<file path="src/rtl/freelist_rebuild_ctrl_pkg.sv">
// Shared defaults for the free-list rebuild controller.
//   FL_N        : default number of push lanes per cycle
//   FL_PR_COUNT : default number of physical tags
//   fl_start()  : first tag the scan looks at (1 when tag 0 is reserved)
package freelist_rebuild_ctrl_pkg;
  localparam int FL_N        = 3;
  localparam int FL_PR_COUNT = 64;

  function automatic int fl_start(input logic exclude_zero);
    return exclude_zero ? 1 : 0;
  endfunction
endpackage

</file>
<file path="src/rtl/freelist_rebuild_ctrl_pack.sv">
// Combinational window compactor for the free-list rebuild scan.
//   base     : tag number of lane-0 of the window
//   used     : per-window-slot "do not push" bit (held by arch map or out of range)
//   push_en  : packed toward lane 0, one bit per pushed tag
//   push_tag : pushed tags in ascending order, 0 in unused lanes
//   k        : number of tags pushed this window
module freelist_rebuild_pack #(
  parameter int N     = 3,
  parameter int TAG_W = 6,
  parameter int PTR_W = 8,
  parameter int KW    = 2
) (
  input  logic [PTR_W-1:0]          base,
  input  logic [N-1:0]              used,
  output logic [N-1:0]              push_en,
  output logic [N-1:0][TAG_W-1:0]   push_tag,
  output logic [KW-1:0]             k
);
  // k doubles as the running output lane index while walking the window,
  // so free slots land in lanes 0..k-1 in ascending tag order.
  always_comb begin
    push_en  = '0;
    push_tag = '0;
    k        = '0;
    for (int i = 0; i < N; i++) begin
      if (!used[i]) begin
        push_en[k]  = 1'b1;
        push_tag[k] = TAG_W'(base + PTR_W'(i));
        k           = k + KW'(1);
      end
    end
  end
endmodule

</file>
<file path="src/rtl/freelist_rebuild_ctrl.sv">
// Free-list rebuild controller. On a recovery request it snapshots the
// architectural-map bitmap, flushes the free list for one cycle, then walks
// all tags N at a time pushing every tag not held by the snapshot.
//   clock, reset_n : rising-edge clock, async active-low reset
//   recover_req    : restart a rebuild (accepted in any state)
//   arch_used      : tag bitmap sampled only when recover_req is accepted
//   fl_flush       : one-cycle pulse emptying the free list
//   push_en/tag    : per-lane pushes, packed toward lane 0
//   busy           : high in FLUSH and SCAN
//   done           : one-cycle completion pulse
//   free_count     : tags pushed by the current or last rebuild
module freelist_rebuild_ctrl
  import freelist_rebuild_ctrl_pkg::*;
#(
  parameter int   N            = FL_N,
  parameter int   PR_COUNT     = FL_PR_COUNT,
  parameter logic EXCLUDE_ZERO = 1'b1
) (
  input  logic                                  clock,
  input  logic                                  reset_n,
  input  logic                                  recover_req,
  input  logic [PR_COUNT-1:0]                   arch_used,
  output logic                                  fl_flush,
  output logic [N-1:0]                          push_en,
  output logic [N-1:0][$clog2(PR_COUNT)-1:0]    push_tag,
  output logic                                  busy,
  output logic                                  done,
  output logic [$clog2(PR_COUNT+1)-1:0]         free_count
);
  localparam int TAG_W = $clog2(PR_COUNT);
  localparam int PTR_W = $clog2(PR_COUNT + N) + 1;
  localparam int KW    = $clog2(N + 1);
  localparam int CNT_W = $clog2(PR_COUNT + 1);
  localparam logic [PTR_W-1:0] START = PTR_W'(fl_start(EXCLUDE_ZERO));

  typedef enum logic [1:0] {S_IDLE, S_FLUSH, S_SCAN, S_DONE} state_t;

  state_t                 state;
  logic [PR_COUNT-1:0]    snap;
  logic [PTR_W-1:0]       ptr;       // base of the next window to be registered
  logic                   last_win;  // window now on the outputs is the final one

  logic [N-1:0]             win_used;
  logic [N-1:0]             pk_en;
  logic [N-1:0][TAG_W-1:0]  pk_tag;
  logic [KW-1:0]            pk_k;

  // Tags past the end of the tag space look "used" so they are never pushed.
  for (genvar i = 0; i < N; i++) begin : g_win
    logic [PTR_W-1:0] idx;
    assign idx         = ptr + PTR_W'(i);
    assign win_used[i] = (idx >= PTR_W'(PR_COUNT)) ? 1'b1 : snap[idx[TAG_W-1:0]];
  end

  freelist_rebuild_pack #(
    .N     (N),
    .TAG_W (TAG_W),
    .PTR_W (PTR_W),
    .KW    (KW)
  ) u_pack (
    .base     (ptr),
    .used     (win_used),
    .push_en  (pk_en),
    .push_tag (pk_tag),
    .k        (pk_k)
  );

  // Outputs are registered together with the state: the window pushed in a
  // SCAN cycle was compacted during the previous cycle from ptr.
  always_ff @(posedge clock or negedge reset_n) begin
    if (!reset_n) begin
      state      <= S_IDLE;
      snap       <= '0;
      ptr        <= START;
      last_win   <= 1'b0;
      free_count <= '0;
      fl_flush   <= 1'b0;
      push_en    <= '0;
      push_tag   <= '0;
      busy       <= 1'b0;
      done       <= 1'b0;
    end else begin
      fl_flush <= 1'b0;
      done     <= 1'b0;
      if (recover_req) begin
        // Accepted in every state; restarting discards any rebuild in flight.
        state      <= S_FLUSH;
        snap       <= arch_used;
        ptr        <= START;
        last_win   <= 1'b0;
        free_count <= '0;
        fl_flush   <= 1'b1;
        busy       <= 1'b1;
        push_en    <= '0;
        push_tag   <= '0;
      end else begin
        case (state)
          S_IDLE: ;
          S_FLUSH, S_SCAN: begin
            if (state == S_SCAN && last_win) begin
              state    <= S_DONE;
              busy     <= 1'b0;
              done     <= 1'b1;
              push_en  <= '0;
              push_tag <= '0;
            end else begin
              state      <= S_SCAN;
              push_en    <= pk_en;
              push_tag   <= pk_tag;
              free_count <= free_count + CNT_W'(pk_k);
              ptr        <= ptr + PTR_W'(N);
              last_win   <= (ptr + PTR_W'(N)) >= PTR_W'(PR_COUNT);
            end
          end
          S_DONE: state <= S_IDLE;
          default: state <= S_IDLE;
        endcase
      end
    end
  end
endmodule
</file>
<file path="config.mk">
export PLATFORM = sky130hd
export DESIGN_NAME = freelist_rebuild_ctrl
export DESIGN_NICKNAME = d
export VERILOG_FILES = /design/src/rtl/freelist_rebuild_ctrl_pkg.sv /design/src/rtl/freelist_rebuild_ctrl_pack.sv /design/src/rtl/freelist_rebuild_ctrl.sv
export SDC_FILE = /design/constraint.sdc
export NUM_CORES = 1
export LEC_CHECK = 0
export ABC_AREA = 1
export BUFFER_PORTS_ARGS = -buffer_cell sky130_fd_sc_hd__buf_2
export CORE_MARGIN = 2
export CORE_UTILIZATION = 45
export DETAILED_ROUTE_END_ITERATION = 10
export PLACE_DENSITY = 0.65
export SLEW_MARGIN = 5
export SYNTH_ARGS = -nofsm -noshare
export SYNTH_HDL_FRONTEND = slang
export SYNTH_SLANG_ARGS = --single-unit
</file>
<file path="constraint.sdc">
create_clock -name clock -period 6.3 [get_ports clock]
set_clock_uncertainty 0.15 [all_clocks]
set_input_delay 0.315 -clock clock [delete_from_list [all_inputs] [get_ports clock]]
set_output_delay 0.315 -clock clock [all_outputs]
set_load 0.01 [all_outputs]
</file>
==> run_results.csv, run 1 <==
group,metric,value,unit
final_layout,nFillCells,1475,
global_routing,grt_pass1_wl,30.7,mm
global_routing,grt_max_degree,70,
synth,synth_top_area_cell,"dfrtp_1",
clocking,insertion_delay,0.36,ns
sta,slew_headroom,38.9,%
clocking,clockRootBuffer,"clkbuf_16",
critical_path,slowest_delay,0.82,ns
critical_path,r2r_slack,1.14,ns
floorplanning,die_h,125,um
synth,synth_top_area_share,40.2,%
place,placed_cell_area,0.00708,mm2
pwr,clock_power_share,15.6,%
critical_path,worstSetupStartpointType,"flip-flop",
pwr,swShare,49.6,%
critical_path,end_kind,"flip-flop",
place,place_congestion,0.932,
synth,synth_edf_count,0,
critical_path,crit_type,"reg -> reg",
synth,yosys_warnings,0,
critical_path,reg2reg_to,"free_count[6]",
pwr,vdd_drop_max,0.000224,V
floorplanning,die_area,0.0155,mm2
pwr,power_frac_seq,26.3,%
global_routing,grt_pass1_vias,5996,
global_routing,grt_overflow,0,
synth,ys_seq_area_share,40.6,%
critical_path,r2r_start,"ptr[0]",
sta,hold_viol_final,0,
min_path,hold_path.startpoint,"arch_used[18]",
final_layout,final_nets,1079,
synth,synth_fp_nets,998,
synth,syn_avg_cell_area,7.12,um2
clocking,numCtsBuffers,9,
place,place_hpwl,13.0,mm
clocking,cts_htree_levels,3,
global_routing,track_usage,24.5,%
critical_path,critPathMaxFanout,30,
status,status,"finished clean",
critical_path,crit_top_cell,"nand3_1",
drt,via_per_inst,5.26,
drt,drt-initial-drc-count,475,
sta,rsz0062_at_grt,"false",
sta,setup_viol,0,
drt,ant_nets,0,
pwr,comb_power_share,58.1,%
synth,synth.distinct_cells,43,
floorplanning,die_w,125,um
clocking,cts.hold.buffers_added,12,
clocking,clock_path_buffers,2,
sta,fmax,194,MHz
sta,worst_slew_pin_slew,0.917,ns
drt,avgRoutedWirePerCell,15.3,um
min_path,whs_endpoint,"snap[18]",
drt,drc_errors,0,
critical_path,path_delay_family,"simple AND/OR/NAND/NOR gates",
drt,drt-pass1-iter-count,5,
critical_path,cp-startpoint,"ptr[0]",
clocking,cts_tree,"built",
critical_path,cpMaxStageDelayCell,"dfstp_2",
clocking,path_clk_slew,0.07,ns
critical_path,crit_path_cell_trace,"inv_2 -> ha_1 -> clkinv_1 -> nand3_1 -> nand3_1 -> nand3_1 -> nand3_1 -> nand3_2 -> nand2_2 -> inv_1 -> nand2_2 -> ha_1 -> xor2_1 -> inv_1 -> ha_1 -> inv_1 -> fa_1 -> nor3_1 -> nand2_1 -> nor2_1 -> a21oi_1 -> nor3_1",
sta,totalNegativeSetupSlack,0,ns
run,maxCapViolCount,0,
synth,async_flop_share,100,%
final_layout,antennaDiodeCount,0,
min_path,hold_class,"in -> reg",
synth,synthFlopType,"dfrtp_1",
pwr,leakage,3.91,nW
sta,slew_viol_final,0,
pwr,power_density,460,mW/mm2
place,port_buffers,97,
floorplanning,rows,44,
min_path,hold_path_depth,3,
drt,wl,18.2,mm
final_layout,drive_gt1_share,15.3,%
final_layout,fin_area,0.00748,mm2
drt,via_count,6252,
clocking,postCtsResizedCells,0,
floorplanning,start_util,45.5,%
sta,fin_crit_sh,81.9,%
synth,synth.area.top_cells,"dfrtp_1 (40%), nand2_1 (18%), nand3_1 (13%)",
global_routing,antenna_found_initial,0,
critical_path,crit_buf_inv,5,
pwr,p_sw,1.71,mW
floorplanning,core,0.0144,mm2
critical_path,crit_arrival,5.29,ns
synth,synth_seq_cells,106,
sta,min_period,5.16,ns
clocking,clock_sinks,106,
critical_path,r2r_cells,22,
synth,syn-cell-area,0.00654,mm2
pwr,internal-power,1.73,mW
floorplanning,ioPinCount,98,
critical_path,required,6.43,ns
clocking,cts_setup_buffers,0,
synth,synth_cells,918,
final_layout,area_delta_synth_final,14.4,%
[synth_stat cells, types with 2 or more instances]
cell and count:
nand2_1 318, nand3_1 170, dfrtp_1 105, inv_1 77, o21ai_0 59, a21oi_1 25
clkbuf_1 21, buf_2 17, nor2_1 17, o211ai_1 14, ha_1 12, inv_2 8
o21ai_1 8, xor2_1 6, buf_4 5, nand2_2 5, nor3_1 5, clkinv_1 4
nor2_2 4, nor2_4 4, buf_6 3, buf_1 2, nand3_2 2, nand3b_1 2
o21a_1 2, o21ai_2 2, o22ai_1 2, o31ai_1 2, xnor2_2 2, xor2_2 2
[metrics by stage]
step | hold WS (ns) | setup WS, ns | power (mW) | util, % | instances
after global placement | 0.228 | 1.34 | 2.89 | 49.3 | 1160
after CTS | 0.000339 | 1.18 | 3.45 | 52.0 | 1188
after detailed placement | 0.227 | 1.21 | 2.90 | 49.3 | 1160
after global routing | 0.0153 | 0.758 | 3.75 | 52.0 | 1188
after floorplan | -0.131 | 1.94 | 2.41 | - | 918
final | 0.00720 | 1.14 | 3.44 | 52.0 | 1188
[worst max-delay path by stage]
stage                         end  slack, ns  depth (start not counted)
detailed placement  free_count[6]       1.21                         22
global placement    free_count[6]       1.34                         22
global route        free_count[6]       0.76                         22
floorplan           free_count[6]       1.94                         26
CTS                 free_count[6]       1.18                         22
finish              free_count[6]       1.14                         22
[sequential cells by signal, indices dropped and copies added, names as in the netlist]
signal and cells:
free_count 7, done 1, push_tag 18, busy 1, fl_flush 1, last_win 1, state 2, push_en 3
ptr 8, snap 64
[worst reg2reg max path, stage by stage (launching register included)]
cell and delay, ns:
dfstp_2 0.82, inv_2 0.34, ha_1 0.59, clkinv_1 0.39, nand3_1 0.20, nand3_1 0.09
nand3_1 0.12, nand3_1 0.12, nand3_2 0.11, nand2_2 0.09, inv_1 0.08, nand2_2 0.07
ha_1 0.31, xor2_1 0.17, inv_1 0.06, ha_1 0.15, inv_1 0.06, fa_1 0.40
nor3_1 0.25, nand2_1 0.12, nor2_1 0.13, a21oi_1 0.08, nor3_1 0.18
[layout by cell type, fill, tap and decap left out, types with 3 or more instances in the layout]
cell | synthesis | layout
clkbuf_1 | 21 | 3
nor2_1 | 17 | 17
clkinv_1 | 4 | 4
inv_2 | 8 | 8
nor2_2 | 4 | 4
xor2_1 | 6 | 6
inv_1 | 77 | 77
buf_2 | 17 | 95
dlygate4sd3_1 | 0 | 12
o21ai_1 | 8 | 8
nand2_1 | 318 | 318
ha_1 | 12 | 12
o21ai_0 | 59 | 59
nor2_4 | 4 | 4
buf_4 | 5 | 11
clkbuf_16 | 0 | 9
nor3_1 | 5 | 5
a21oi_1 | 25 | 25
o211ai_1 | 14 | 14
nand3_1 | 170 | 170
nand2_2 | 5 | 5
dfrtp_1 | 105 | 105
[kinds of logic (layout without fill, tap and decap cells)]
group / after synthesis / after routing / share of synthesized area, %
AO/OA/AOI/OAI: 118 / 118 / 10.1
XOR/XNOR: 10 / 10 / 1.80
adder cells (fa/ha/maj): 13 / 13 / 2.60
buffers and inverters: 137 / 223 / 8.82
flip-flops: 106 / 106 / 40.6
AND/OR/NAND/NOR: 534 / 534 / 36.1
[metal layers]
layer  part of all wire, %  track usage, %  wire length [um]
met1                    48            35.6              8770
met2                    44            37.2              8060
met3                   6.0            4.47              1090
met4                   1.7            7.67               309
met5                     0               0                 0
[power groups by stage]
stage                     Sequential [mW]  Combinational, mW  Clock (mW)
after global placement              0.916               1.97           0
final                               0.906               2.00       0.535
after CTS                           0.904               1.99       0.547
after global routing                0.920               2.26       0.573
after detailed placement            0.916               1.98           0
after floorplan                     0.861               1.55           0
[layout make-up]
| type | instances | area (um2) | area share [%] |
|---|---|---|---|
| Timing Repair Buffer | 118 | 678 | 9.07 |
| Clock inverter | 3 | 23.8 | 0.318 |
| Sequential cell | 106 | 2650 | 35.5 |
| Multi-Input combinational cell | 675 | 3310 | 44.2 |
| Inverter | 89 | 334 | 4.47 |
| Clock buffer | 13 | 250 | 3.35 |
| Tap cell | 184 | 230 | 3.08 |
Power figures use the tool's default switching activity.
==> run 2: changes to the inputs <==
==> constraint.sdc (replaced) <==
create_clock -name clock -period 5.3 [get_ports clock]
set_clock_uncertainty 0.15 [all_clocks]
set_input_delay 0.265 -clock clock [delete_from_list [all_inputs] [get_ports clock]]
set_output_delay 0.265 -clock clock [all_outputs]
set_load 0.01 [all_outputs]
==> run 2 against run 1 <==
The flow now finishes with violations (negative hold slack). Core utilization is 3.5 points higher. Wire length is 3.7% higher. Register-to-register slack worse by 0.66 ns. Non-clock buffer count is 51 higher. Die area stayed put. Sequential power is 13% higher. Combinational power is 24% higher. Cell count is 4.2% higher. Critical path type unchanged. Critical endpoint unchanged. Highest routed layer unchanged.
==> run_results.csv, run 2 (synthesis gave the netlist of run 1 again) <==
group,metric,value,unit
global_routing,grt_pass1_vias,6338,
drt,wl,18.9,mm
sta,worst_slew_pin_slew,0.834,ns
sta,fmax,208,MHz
final_layout,area_delta_synth_final,22.1,%
global_routing,track_usage,25.3,%
sta,hold_viol_final,1,
status,violations,"negative hold slack",
final_layout,drive_gt1_share,15.1,%
final_layout,reg_top3,"snap (64), push_tag (18), ptr (8)",
drt,avgRoutedWirePerCell,15.3,um
global_routing,antenna_found_initial,0,
critical_path,end_kind,"flip-flop",
global_routing,grt_pass1_wl,31.9,mm
final_layout,largest_register_ffs,64,
pwr,leakage,4.12,nW
floorplanning,ioPinCount,98,
floorplanning,die_area,0.0155,mm2
status,status,"finished, violations left",
final_layout,antennaDiodeCount,0,
drt,via_count,6469,
sta,min_period,4.82,ns
clocking,insertion_delay,0.36,ns
place,port_buffers,97,
critical_path,required,5.35,ns
drt,drt-initial-drc-count,632,
min_path,hold_class,"in -> reg",
critical_path,worstSetupStartpointType,"flip-flop",
clocking,clock_sinks,106,
sta,rsz0062_at_grt,"false",
floorplanning,start_util,45.5,%
floorplanning,die_h,125,um
pwr,power_density,519,mW/mm2
sta,setup_slack,0.481,ns
drt,drc_errors,0,
drt,via_per_inst,5.23,
sta,totalNegativeSetupSlack,0,ns
clocking,clock_path_buffers,2,
final_layout,mostFrequentLayoutCells,"nand2_1 (318), nand3_1 (170), dfrtp_1 (105)",
floorplanning,die_w,125,um
pwr,finalPower,4.14,mW
clocking,clockRootBuffer,"clkbuf_16",
critical_path,crit_type,"reg -> reg",
sta,slew_headroom,44.4,%
critical_path,crit_arrival,4.87,ns
run,maxCapViolCount,0,
clocking,cts_tree,"built",
place,place_hpwl,12.7,mm
sta,slew_viol_final,0,
clocking,numCtsBuffers,9,
floorplanning,rows,44,
final_layout,final_nets,1130,
final_layout,largest_register,"snap",
drt,drt-pass1-iter-count,5,
sta,setup_viol,0,
clocking,cts_setup_buffers,0,
final_layout,final_common_cell,"nand2_1",
place,place_congestion,0.923,
place,pre_cts_ws,0.504,ns
pwr,vdd_drop_max,0.000265,V
drt,ant_nets,0,
floorplanning,core,0.0144,mm2
sta,fin_crit_sh,90.9,%
clocking,cts_htree_levels,3,
global_routing,grt_overflow,0,
sta,worst_hold_slack,-0.000319,ns
critical_path,critPathMaxFanout,90,
clocking,path_clk_slew,0.07,ns
global_routing,grt_max_degree,92,
## run 2: cell count changes in the layout (fill, tap and decap cells not counted), sizes merged
cell         delta
clkinvlp        +2
buf             +3
dlygate4sd3    +48
clkbuf          -3
## run 2: metal layers
layer / GRT usage [%] / part of all wire, %
met4: 6.68 / 1.7
met5: 0 / 0
met3: 3.99 / 5.6
met2: 39.1 / 45
met1: 37.0 / 48
## run 2: final timing paths
path | start | end | slack, ns | depth (start not counted)
max | ptr[0] | free_count[6] | 0.48 | 21
min | arch_used[47] | snap[47] | -0.0003 | 3
max reg2reg | ptr[0] | free_count[6] | 0.48 | 21
min reg2reg | push_en[0] | push_en[0] | 0.32 | 1
max in group asynchronous | reset_n | snap[1] | 3.45 | 3
min in group asynchronous | reset_n | push_tag[15] | 0.30 | 2
## run 2: power by group
part           total [mW]  leakage (nW)  switching, mW  internal [mW]
registers            1.02          1.34         0.0913          0.925
clock network       0.640         0.123          0.309          0.331
logic                2.48          2.66           1.65          0.836
total                4.14          4.12           2.05           2.09
## run 2: area by class of cell
type	instances	area, um2
Fill cell	1406	6390
Multi-Input combinational cell	675	3310
Sequential cell	106	2650
Timing Repair Buffer	169	1180
Inverter	89	334
Clock buffer	10	239
Tap cell	184	230
Clock inverter	5	38.8
## run 2: critical path, cell delays in order, from the launching register on
cell	delay [ns]
dfstp_2	0.55
buf_4	0.65
nand2_2	0.11
xor2_1	0.56
inv_2	0.18
nand3_1	0.13
nand2_1	0.05
nor2_1	0.20
nor2_4	0.09
inv_1	0.07
nand2_2	0.08
ha_1	0.31
xor2_1	0.17
inv_1	0.06
ha_1	0.15
inv_1	0.06
fa_1	0.40
nor3_1	0.23
nand2_1	0.12
nor2_1	0.13
and3_1	0.16
nor3_1	0.04
## run 2: what timing repair did
item | CTS | global route
hold buffers | 60 | 0
endpoints found under the hold margin | 101 | 0
gates resized for setup | 0 | 0
## run 2: stage by stage
| stage | hold slack (ns) | utilization [%] | instances | cell area [um2] |
|---|---|---|---|---|
| after floorplan | -0.181 | - | 918 | 6540 |
| after global placement | 0.148 | 49.4 | 1163 | 7100 |
| after detailed placement | 0.146 | 49.4 | 1163 | 7100 |
| after CTS | 0.000830 | 55.6 | 1238 | 7980 |
| after global routing | 0.0228 | 55.6 | 1238 | 7980 |
| final | -0.000319 | 55.6 | 1238 | 7980 |
==> run 3: changes to the inputs <==
--- a/config.mk
+++ b/config.mk
@@ -7,6 +7,7 @@
 export LEC_CHECK = 0
 export ABC_AREA = 1
 export BUFFER_PORTS_ARGS = -buffer_cell sky130_fd_sc_hd__buf_2
+export CORE_ASPECT_RATIO = 1.4
 export CORE_MARGIN = 2
 export CORE_UTILIZATION = 45
 export DETAILED_ROUTE_END_ITERATION = 10
==> run 3 against run 2 <==
Global-route usage down 1.3 points. The flow now finishes without violations. Cell area up 1.5%. Total power up 1.7%. Sequential power about the same. Non-clock buffer count up 9. Die area about the same. Largest cell class unchanged. Via count about the same. Setup slack better by 0.24 ns. Combinational power about the same. Maximum frequency up 5.3%.
==> run_results.csv, run 3 (synthesis gave the netlist of run 1 again) <==
group,metric,value,unit
status,status,"finished clean",
sta,totalNegativeSetupSlack,0,ns
drt,via_count,6475,
sta,hold_viol_final,0,
clocking,cts_tree,"built",
pwr,comb_power_share,59.1,%
clocking,clockRootBuffer,"clkbuf_16",
critical_path,r2r_slack,0.72,ns
sta,fin_crit_sh,86.4,%
global_routing,grt_pass1_vias,6269,
floorplanning,die_w,106,um
final_layout,antennaDiodeCount,0,
clocking,path_clk_slew,0.07,ns
place,place_hpwl,12.8,mm
drt,drt-initial-drc-count,348,
final_layout,largest_register,"snap",
place,port_buffers,97,
floorplanning,core,0.0143,mm2
pwr,leakage,4.19,nW
sta,setup_slack,0.723,ns
final_layout,largest_register_ffs,64,
clocking,clock_sinks,106,
drt,ant_nets,0,
run,maxCapViolCount,0,
clocking,cts_htree_levels,3,
global_routing,grt_max_degree,66,
sta,setup_viol,0,
pwr,power_density,520,mW/mm2
pwr,internal-power,2.18,mW
final_layout,final_nets,1139,
critical_path,critPathMaxFanout,28,
floorplanning,die_h,147,um
place,pre_cts_ws,0.818,ns
critical_path,crit_type,"reg -> reg",
final_layout,reg_top3,"snap (64), push_tag (18), ptr (8)",
clocking,cts_setup_buffers,0,
place,place_congestion,0.946,
critical_path,required,5.36,ns
final_layout,final_common_cell,"nand2_1",
sta,rsz0062_at_grt,"false",
clocking,clock_path_buffers,2,
sta,fmax,218,MHz
final_layout,drive_gt1_share,15.5,%
drt,wl,18.0,mm
pwr,swShare,48.3,%
critical_path,crit_arrival,4.64,ns
drt,drt-pass1-iter-count,5,
min_path,hold_class,"in -> reg",
global_routing,grt_overflow,0,
drt,drc_errors,0,
clocking,numCtsBuffers,9,
sta,min_period,4.58,ns
sta,slew_viol_final,0,
clocking,postCtsResizedCells,0,
pwr,power_frac_seq,24.2,%
final_layout,mostFrequentLayoutCells,"nand2_1 (318), nand3_1 (170), dfrtp_1 (105)",
clocking,insertion_delay,0.35,ns
critical_path,end_kind,"flip-flop",
final_layout,area_delta_synth_final,23.9,%
pwr,vdd_drop_max,0.000205,V
global_routing,grt_pass1_wl,29.8,mm
global_routing,antenna_found_initial,0,
floorplanning,ioPinCount,98,
global_routing,track_usage,23.9,%
floorplanning,die_area,0.0155,mm2
critical_path,worstSetupStartpointType,"flip-flop",
pwr,p_sw,2.04,mW
sta,slew_headroom,51.8,%
pwr,clock_power_share,16.8,%
floorplanning,rows,52,
floorplanning,start_util,45.7,%
drt,via_per_inst,5.17,
sta,worst_slew_pin_slew,0.723,ns
drt,avgRoutedWirePerCell,14.4,um
## run 3: cell count changes in the layout (fill, tap and decap cells not counted)
cell | before | now
buf_4 | 14 | 19
bufinv_16 | 0 | 1
clkinv_4 | 0 | 2
clkinvlp_4 | 4 | 1
dlygate4sd3_1 | 60 | 64
inv_6 | 1 | 2
## run 3: worst paths after layout
path / start / end / cells past startpoint
min in group asynchronous: reset_n / free_count[5] / 2
worst min-delay path: arch_used[49] / snap[49] / 3
worst min register to register: push_en[0] / push_en[0] / 1
max in group asynchronous: reset_n / snap[32] / 3
worst max-delay path: ptr[1] / free_count[6] / 22
worst max register to register: ptr[1] / free_count[6] / 22
## run 3: layer usage
metal	vias up	GRT usage, %	wire, um
li1	3263	-	-
met3	41	3.39	733
met4	0	9.41	524
met5	-	0	0
met1	3010	29.5	7630
met2	161	42.0	9130
## run 3: area by class of cell
type / count / area [um2]
Multi-Input combinational cell: 675 / 3310
Sequential cell: 106 / 2650
Inverter: 89 / 334
Clock inverter: 6 / 72.6
Timing Repair Buffer: 178 / 1260
Clock buffer: 10 / 239
Tap cell: 189 / 236
Fill cell: 1453 / 6210
## run 3: power groups by stage
stage / logic [mW] / registers, mW / clock network [mW]
after global routing: 2.80 / 1.03 / 0.752
after floorplan: 1.84 / 1.02 / 0
final: 2.49 / 1.02 / 0.707
after global placement: 2.42 / 1.03 / 0
after detailed placement: 2.43 / 1.03 / 0
after CTS: 2.48 / 1.02 / 0.722
## run 3: through the flow
step	instance area, um2	std cells	total power, mW	hold WS [ns]	utilization [%]
after floorplan	6540	918	2.87	-0.181	-
after global placement	7150	1173	3.45	0.221	49.9
after detailed placement	7150	1173	3.47	0.218	49.9
after CTS	8100	1253	4.22	0.0147	56.6
after global routing	8100	1253	4.58	0.00726	56.6
final	8100	1253	4.21	0.0154	56.6
## run 3: what timing repair did
action | CTS | global route
hold buffers | 64 | 0
endpoints found under the hold margin | 116 | 0
endpoints found under the setup margin | 0 | 0
## run 3: worst max-delay path, stage by stage, from the launching register on
cell     delay (ns)
dfrtp_1        0.37
buf_4          0.32
ha_1           0.26
nand2_2        0.08
xor2_1         0.55
inv_2          0.23
nand3_1        0.14
nand2_1        0.06
nor2_1         0.19
nor2_4         0.09
inv_1          0.07
nand2_2        0.08
ha_1           0.30
xor2_1         0.17
inv_1          0.06
ha_1           0.15
inv_1          0.06
fa_1           0.40
nor3_1         0.24
nand2_1        0.12
nor2_1         0.13
and3_1         0.17
nor3_1         0.04
